===== config.mk =====
export PLATFORM = sky130hd
export DESIGN_NAME = worm_encoder
export DESIGN_NICKNAME = d
export VERILOG_FILES = /design/src/rtl/worm_pkg.sv /design/src/rtl/worm_onehot2bin.sv /design/src/rtl/worm_encoder.sv
export SDC_FILE = /design/constraint.sdc
export NUM_CORES = 1
export LEC_CHECK = 0
export BUFFER_PORTS_ARGS = -buffer_cell sky130_fd_sc_hd__buf_2
export CORE_ASPECT_RATIO = 0.8
export CORE_MARGIN = 3
export CORE_UTILIZATION = 43
export DETAILED_ROUTE_END_ITERATION = 10
export HOLD_SLACK_MARGIN = 0.12
export MAX_ROUTING_LAYER = met4
export PLACE_DENSITY = 0.7
export SLEW_MARGIN = 20
export SYNTH_ARGS = -nofsm -noshare
export SYNTH_HDL_FRONTEND = slang
export SYNTH_HIERARCHICAL = 1
export SYNTH_SLANG_ARGS = --single-unit

===== constraint.sdc =====
create_clock -name clkin -period 1.8 [get_ports clkin]
set_clock_uncertainty 0.2 [all_clocks]
set_input_delay 0.09 -clock clkin [delete_from_list [all_inputs] [get_ports clkin]]
set_output_delay 0.09 -clock clkin [all_outputs]
set_load 0.01 [all_outputs]

===== src/rtl/worm_pkg.sv =====
// Shared types and constants for the worm display encoder and its helpers.
package worm_pkg;

  localparam int WORM_W = 6;
  localparam int POS_W  = 3;

  localparam logic [POS_W-1:0] LAST_POS = 3'd5;

  // Tracking state: SYNC has no reference, TRACK holds the previous position.
  typedef enum logic {
    SYNC  = 1'b0,
    TRACK = 1'b1
  } worm_state_e;

  // One-hot display patterns. Position 0 is the leftmost (MSB) segment.
  localparam logic [WORM_W-1:0] POS0_OH = 6'b100000;
  localparam logic [WORM_W-1:0] POS1_OH = 6'b010000;
  localparam logic [WORM_W-1:0] POS2_OH = 6'b001000;
  localparam logic [WORM_W-1:0] POS3_OH = 6'b000100;
  localparam logic [WORM_W-1:0] POS4_OH = 6'b000010;
  localparam logic [WORM_W-1:0] POS5_OH = 6'b000001;

  // Binary position to display pattern, the inverse of worm_onehot2bin.
  function automatic logic [WORM_W-1:0] pos2onehot(input logic [POS_W-1:0] p);
    return POS0_OH >> p;
  endfunction

endpackage


===== src/rtl/worm_onehot2bin.sv =====
// Combinational one-hot to binary position converter with a legality flag.
// Bit WORM_W-1 maps to position 0. pos is only meaningful when legal=1.
module worm_onehot2bin
  import worm_pkg::*;
(
  input  logic [WORM_W-1:0] onehot,
  output logic [POS_W-1:0]  pos,
  output logic              legal
);

  // Exactly one bit set is legal; the position is the index counted from the MSB.
  always_comb begin
    pos = '0;
    for (int i = 0; i < WORM_W; i++) begin
      if (onehot[WORM_W-1-i]) begin
        pos = POS_W'(i);
      end
    end
    legal = (onehot != '0) && ((onehot & (onehot - WORM_W'(1))) == '0);
  end

endmodule


===== src/rtl/worm_encoder.sv =====
// Worm display encoder: recovers branch flag and 3-bit displacement from
// successive one-hot worm samples, flags illegal patterns and transitions.
// Optional statistics counters are built when WORM_ENCODER_STATS_EN is defined;
// otherwise both counter outputs read 0 and clr_stats is ignored.
module worm_encoder
  import worm_pkg::*;
#(
  parameter int CNT_W = 8
) (
  input  logic              clkin,
  input  logic              reset_n,
  input  logic              in_valid,
  input  logic [WORM_W-1:0] display_worm,
  input  logic              clr_stats,
  output logic              out_valid,
  output logic [POS_W-1:0]  pos,
  output logic              branch,
  output logic [POS_W-1:0]  imm_rec,
  output logic              imm_ambig,
  output logic              err,
  output logic              locked,
  output logic [CNT_W-1:0]  branch_count,
  output logic [CNT_W-1:0]  err_count
);

  worm_state_e        state_q, state_d;
  logic [POS_W-1:0]   ref_q, ref_d;
  logic               out_valid_q, out_valid_d;
  logic [POS_W-1:0]   pos_q, pos_d;
  logic               branch_q, branch_d;
  logic [POS_W-1:0]   imm_q, imm_d;
  logic               ambig_q, ambig_d;
  logic               err_q, err_d;
  logic               locked_q, locked_d;

  logic [POS_W-1:0]   n_pos;
  logic               n_legal;
  logic               fault;

  worm_onehot2bin u_onehot2bin (
    .onehot (display_worm),
    .pos    (n_pos),
    .legal  (n_legal)
  );

  // Next-state decode: compare the new sample with the held reference.
  always_comb begin
    state_d     = state_q;
    ref_d       = ref_q;
    out_valid_d = 1'b0;
    err_d       = 1'b0;
    pos_d       = pos_q;
    branch_d    = branch_q;
    imm_d       = imm_q;
    ambig_d     = ambig_q;
    locked_d    = locked_q;
    fault       = 1'b0;

    if (in_valid) begin
      if (!n_legal) begin
        fault = 1'b1;
      end else begin
        case (state_q)
          SYNC: begin
            ref_d    = n_pos;
            locked_d = 1'b1;
            state_d  = TRACK;
          end
          TRACK: begin
            if (ref_q == LAST_POS) begin
              // From the last position only the sequential return to 0 is possible.
              if (n_pos == '0) begin
                out_valid_d = 1'b1;
                pos_d       = n_pos;
                imm_d       = '0;
                branch_d    = 1'b0;
                ambig_d     = 1'b0;
                ref_d       = n_pos;
              end else begin
                fault = 1'b1;
              end
            end else if (n_pos == LAST_POS) begin
              // Landing on the last position hides decoder counts 5..7; report the lowest.
              out_valid_d = 1'b1;
              pos_d       = n_pos;
              imm_d       = 3'd4 - ref_q;
              branch_d    = ((3'd4 - ref_q) != '0);
              ambig_d     = 1'b1;
              ref_d       = n_pos;
            end else begin
              // Mod-8 step minus the sequential increment; wrap-arounds are legal.
              out_valid_d = 1'b1;
              pos_d       = n_pos;
              imm_d       = n_pos - ref_q - 3'd1;
              branch_d    = ((n_pos - ref_q - 3'd1) != '0);
              ambig_d     = 1'b0;
              ref_d       = n_pos;
            end
          end
          default: begin
            state_d = SYNC;
          end
        endcase
      end

      if (fault) begin
        // Any error drops the reference; decode fields are zeroed alongside the err pulse.
        out_valid_d = 1'b1;
        err_d       = 1'b1;
        pos_d       = '0;
        branch_d    = 1'b0;
        imm_d       = '0;
        ambig_d     = 1'b0;
        locked_d    = 1'b0;
        ref_d       = '0;
        state_d     = SYNC;
      end
    end
  end

  // Tracking state and registered decode outputs.
  always_ff @(posedge clkin or negedge reset_n) begin
    if (!reset_n) begin
      state_q     <= SYNC;
      ref_q       <= '0;
      out_valid_q <= 1'b0;
      pos_q       <= '0;
      branch_q    <= 1'b0;
      imm_q       <= '0;
      ambig_q     <= 1'b0;
      err_q       <= 1'b0;
      locked_q    <= 1'b0;
    end else begin
      state_q     <= state_d;
      ref_q       <= ref_d;
      out_valid_q <= out_valid_d;
      pos_q       <= pos_d;
      branch_q    <= branch_d;
      imm_q       <= imm_d;
      ambig_q     <= ambig_d;
      err_q       <= err_d;
      locked_q    <= locked_d;
    end
  end

  assign out_valid = out_valid_q;
  assign pos       = pos_q;
  assign branch    = branch_q;
  assign imm_rec   = imm_q;
  assign imm_ambig = ambig_q;
  assign err       = err_q;
  assign locked    = locked_q;

`ifdef WORM_ENCODER_STATS_EN
  logic [CNT_W-1:0] branch_count_q, branch_count_d;
  logic [CNT_W-1:0] err_count_q, err_count_d;

  // Saturating counters; a clear in the same cycle as an increment wins.
  always_comb begin
    branch_count_d = branch_count_q;
    err_count_d    = err_count_q;
    if (clr_stats) begin
      branch_count_d = '0;
      err_count_d    = '0;
    end else begin
      if (out_valid_d && branch_d && !(&branch_count_q)) begin
        branch_count_d = branch_count_q + CNT_W'(1);
      end
      if (err_d && !(&err_count_q)) begin
        err_count_d = err_count_q + CNT_W'(1);
      end
    end
  end

  // Counter registers, cleared by reset like the rest of the state.
  always_ff @(posedge clkin or negedge reset_n) begin
    if (!reset_n) begin
      branch_count_q <= '0;
      err_count_q    <= '0;
    end else begin
      branch_count_q <= branch_count_d;
      err_count_q    <= err_count_d;
    end
  end

  assign branch_count = branch_count_q;
  assign err_count    = err_count_q;
`else
  logic unused_clr_stats;

  assign unused_clr_stats = clr_stats;
  assign branch_count     = '0;
  assign err_count        = '0;
`endif

endmodule


==> flow_metrics.env <==
export IMPL_status="complete, no violations"
export IMPL_io_buffers=19
export IMPL_cts_root_buffer="clkbuf_4"
export IMPL_max_slew_margin_pct=56.0
export IMPL_track_usage_pct=15.9
export IMPL_worst_ep_required_time_ns=1.76
export IMPL_synthSimpleGateAreaFrac_pct=14.9
export IMPL_nFillCells=177
export IMPL_netlist_area_leader_share_pct=38.2
export IMPL_cts_buffers=3
export IMPL_finalCritPeriodShare_pct=98.5
export IMPL_crit_arrival_ns=1.73
export IMPL_finalHoldViolations=0
export IMPL_num_rows=14
export IMPL_via_per_inst=4.83
export IMPL_wire_per_inst_um=12.3
export IMPL_synth_flop_cell="dfrtp_1"
export IMPL_synth_warnings=6
export IMPL_netlist_area_um2=983
export IMPL_synthAdderAreaFrac_pct=8.27
export IMPL_fmax_ghz=0.564
export IMPL_fin_crit_ns=1.77
export IMPL_ys_ff_latch=15
export IMPL_worst_slew_pin_slew_ns=0.658
export IMPL_die_h_um=48.8
export IMPL_coreArea_mm2=0.00201
export IMPL_route_detailed_drc=0
export IMPL_syn_to_final_growth_pct=29.5
export IMPL_synthTopCellsByArea="dfrtp_1 38%, buf_4 12%, ha_1 5.1%"
export IMPL_antennaDiodeCount=0
export IMPL_clock_latency_ns=0.28
export IMPL_layout_drive_gt1_share_pct=38.2
export IMPL_hold_class="in2reg"
export IMPL_power_density_mw_per_mm2=650
export IMPL_setup_ws_ns=0.0268
export IMPL_drv_cap=0
export IMPL_placed_cells=160
export IMPL_clkTransAtPathRegs_ns=0.08
export IMPL_drt_pass1_iterations=4
export IMPL_vias=812
export IMPL_ys_types=32
export IMPL_ys_seq_area_share_pct=38.2
export IMPL_grt_max_degree=16
export IMPL_yosysTopAreaCell="dfrtp_1"
export IMPL_grt_antenna_before_repair=0
export IMPL_die_w_um=59.5
export IMPL_h_tree_depth=1
export IMPL_synth_compound_area_share_pct=13.5
export IMPL_place_area_mm2=0.00115
export IMPL_finalPower_uw=828
export IMPL_seqCellArea_um2=375
export IMPL_cts_max_path_buffers=2
export IMPL_cp_end_kind="flop"
export IMPL_ios=37
export IMPL_setup_viol=0
export IMPL_muxShareOfSynthArea_pct=5.09
export IMPL_rr_worst_depth=7
export IMPL_gp_congestion=0.858
export IMPL_final_cells=168
export IMPL_wl_um=2070
export IMPL_clock_sinks=15
export IMPL_grt_pass1_wl_um=3470
export IMPL_slew_violations=0
export IMPL_avgSynthCellArea_um2=9.46
export IMPL_grt_pass1_vias=812
export IMPL_mostFrequentLayoutCells="19 x buf_2, 16 x conb_1, 15 x dfrtp_1, 15 x buf_4"
export IMPL_drt_iter0_markers=10
export IMPL_rsz0062_at_grt="true"
export IMPL_synth_top_family_by_area="buffers and inverters"
export IMPL_timing_hold_ws_ns=0.238
export IMPL_layout_commonest_cell="buf_2"
export IMPL_async_reset_ff_share_pct=100
export IMPL_design_area_mm2=0.00127
export IMPL_crit_type="in2reg"
export IMPL_cts_tree="built"
export IMPL_worstHoldPathCells=6
export IMPL_cp_max_fo=5
export IMPL_dp_slack_ns=-0.251
export IMPL_synth_xor_area_share_pct=1.78
export IMPL_start_util_pct=48.8
export IMPL_synth_cells=104
export IMPL_leakagePower_uw=0.000651
export IMPL_grt_overflow_total=0
export IMPL_ir_worst_vdd_v=0.000444
export IMPL_multiInputGateArea_um2=548
export IMPL_ant_nets=0
export IMPL_dp_hpwl_um=1610
export IMPL_crit_path_start_kind="primary input"
export IMPL_synth_edf_count=0
export IMPL_final_nets=160
export IMPL_dieArea_mm2=0.00290
[synth_stat cells (2+ instances only)]
master	n
buf_4	16
dfrtp_1	15
inv_1	9
nand2_1	9
mux2i_1	5
nand3_1	5
nor2_1	5
o21ai_0	5
ha_1	4
a21oi_1	3
o21ai_1	3
o21ai_2	3
buf_6	2
nor3_1	2
[flip-flops by register name, summed over array words and instances (netlist names)]
name       count
imm_rec        3
err            1
imm_ambig      1
ref_q          3
state_q        1
out_valid      1
branch         1
locked         1
pos            3
[power breakdown]
group,switching (uW),internal (uW)
logic,139,121
clock network,102,86.0
registers,19.8,361
total,261,567
[worst max-delay path, cell delays in order]
cell and delay (ns):
buf_2 0.10, buf_4 0.14, o21ai_0 0.41, ha_4 0.21, fa_2 0.44, a211oi_1 0.24
a22oi_1 0.11
[cell type report]
class | count | area share (%)
clock buffer | 4 | 2.06
inverter | 9 | 2.65
multi-input combinational | 77 | 43.0
sequential | 15 | 29.5
tap | 24 | 2.36
timing repair buffer | 39 | 20.4
[metrics by stage]
stage / TNS (ns) / util (%)
3_5_place_dp: -2.51 / 57.2
2_1_floorplan: -0.586 / -
4_1_cts: 0 / 61.7
3_3_place_gp: -2.14 / 57.2
6_report: 0 / 63.2
5_1_grt: -0.0545 / 63.2
[kinds of logic (layout without fill, tap and decap cells)]
group,count (synthesis),count (layout)
other,1,16
AO/OA/AOI/OAI,20,20
buffers and inverters,27,52
multiplexers,5,5
flip-flops,15,15
XOR/XNOR,2,2
adder cells (fa/ha/maj),6,6
AND/OR/NAND/NOR,28,28
[timing repair]
item,4_1_cts,5_1_grt
hold endpoints to repair,24,0
buffers inserted,1,0
setup endpoints to repair,2,8
hold buffers,3,0
pin swaps,5,2
gates resized for setup,6,5
[final timing paths]
kind                         endpoint  slack (ns)             from
hold / removal             imm_rec[2]        0.24  display_worm[0]
setup / recovery               branch        0.03  display_worm[1]
max in group asynchronous    ref_q[2]        0.29          reset_n
hold reg to reg            imm_rec[0]        0.27       imm_rec[0]
setup reg to reg               branch        0.04         ref_q[0]
min in group asynchronous  imm_rec[1]        0.69          reset_n
[routing by layer]
layer | share of wire [%] | vias up | track usage (%)
met5 | 0 | - | -
met4 | 0.39 | 0 | 2.26
met3 | 6.1 | 2 | 5.56
met2 | 53 | 21 | 27.6
met1 | 40 | 388 | 17.6
li1 | - | 401 | -
(Power assumes the default switching activity.)
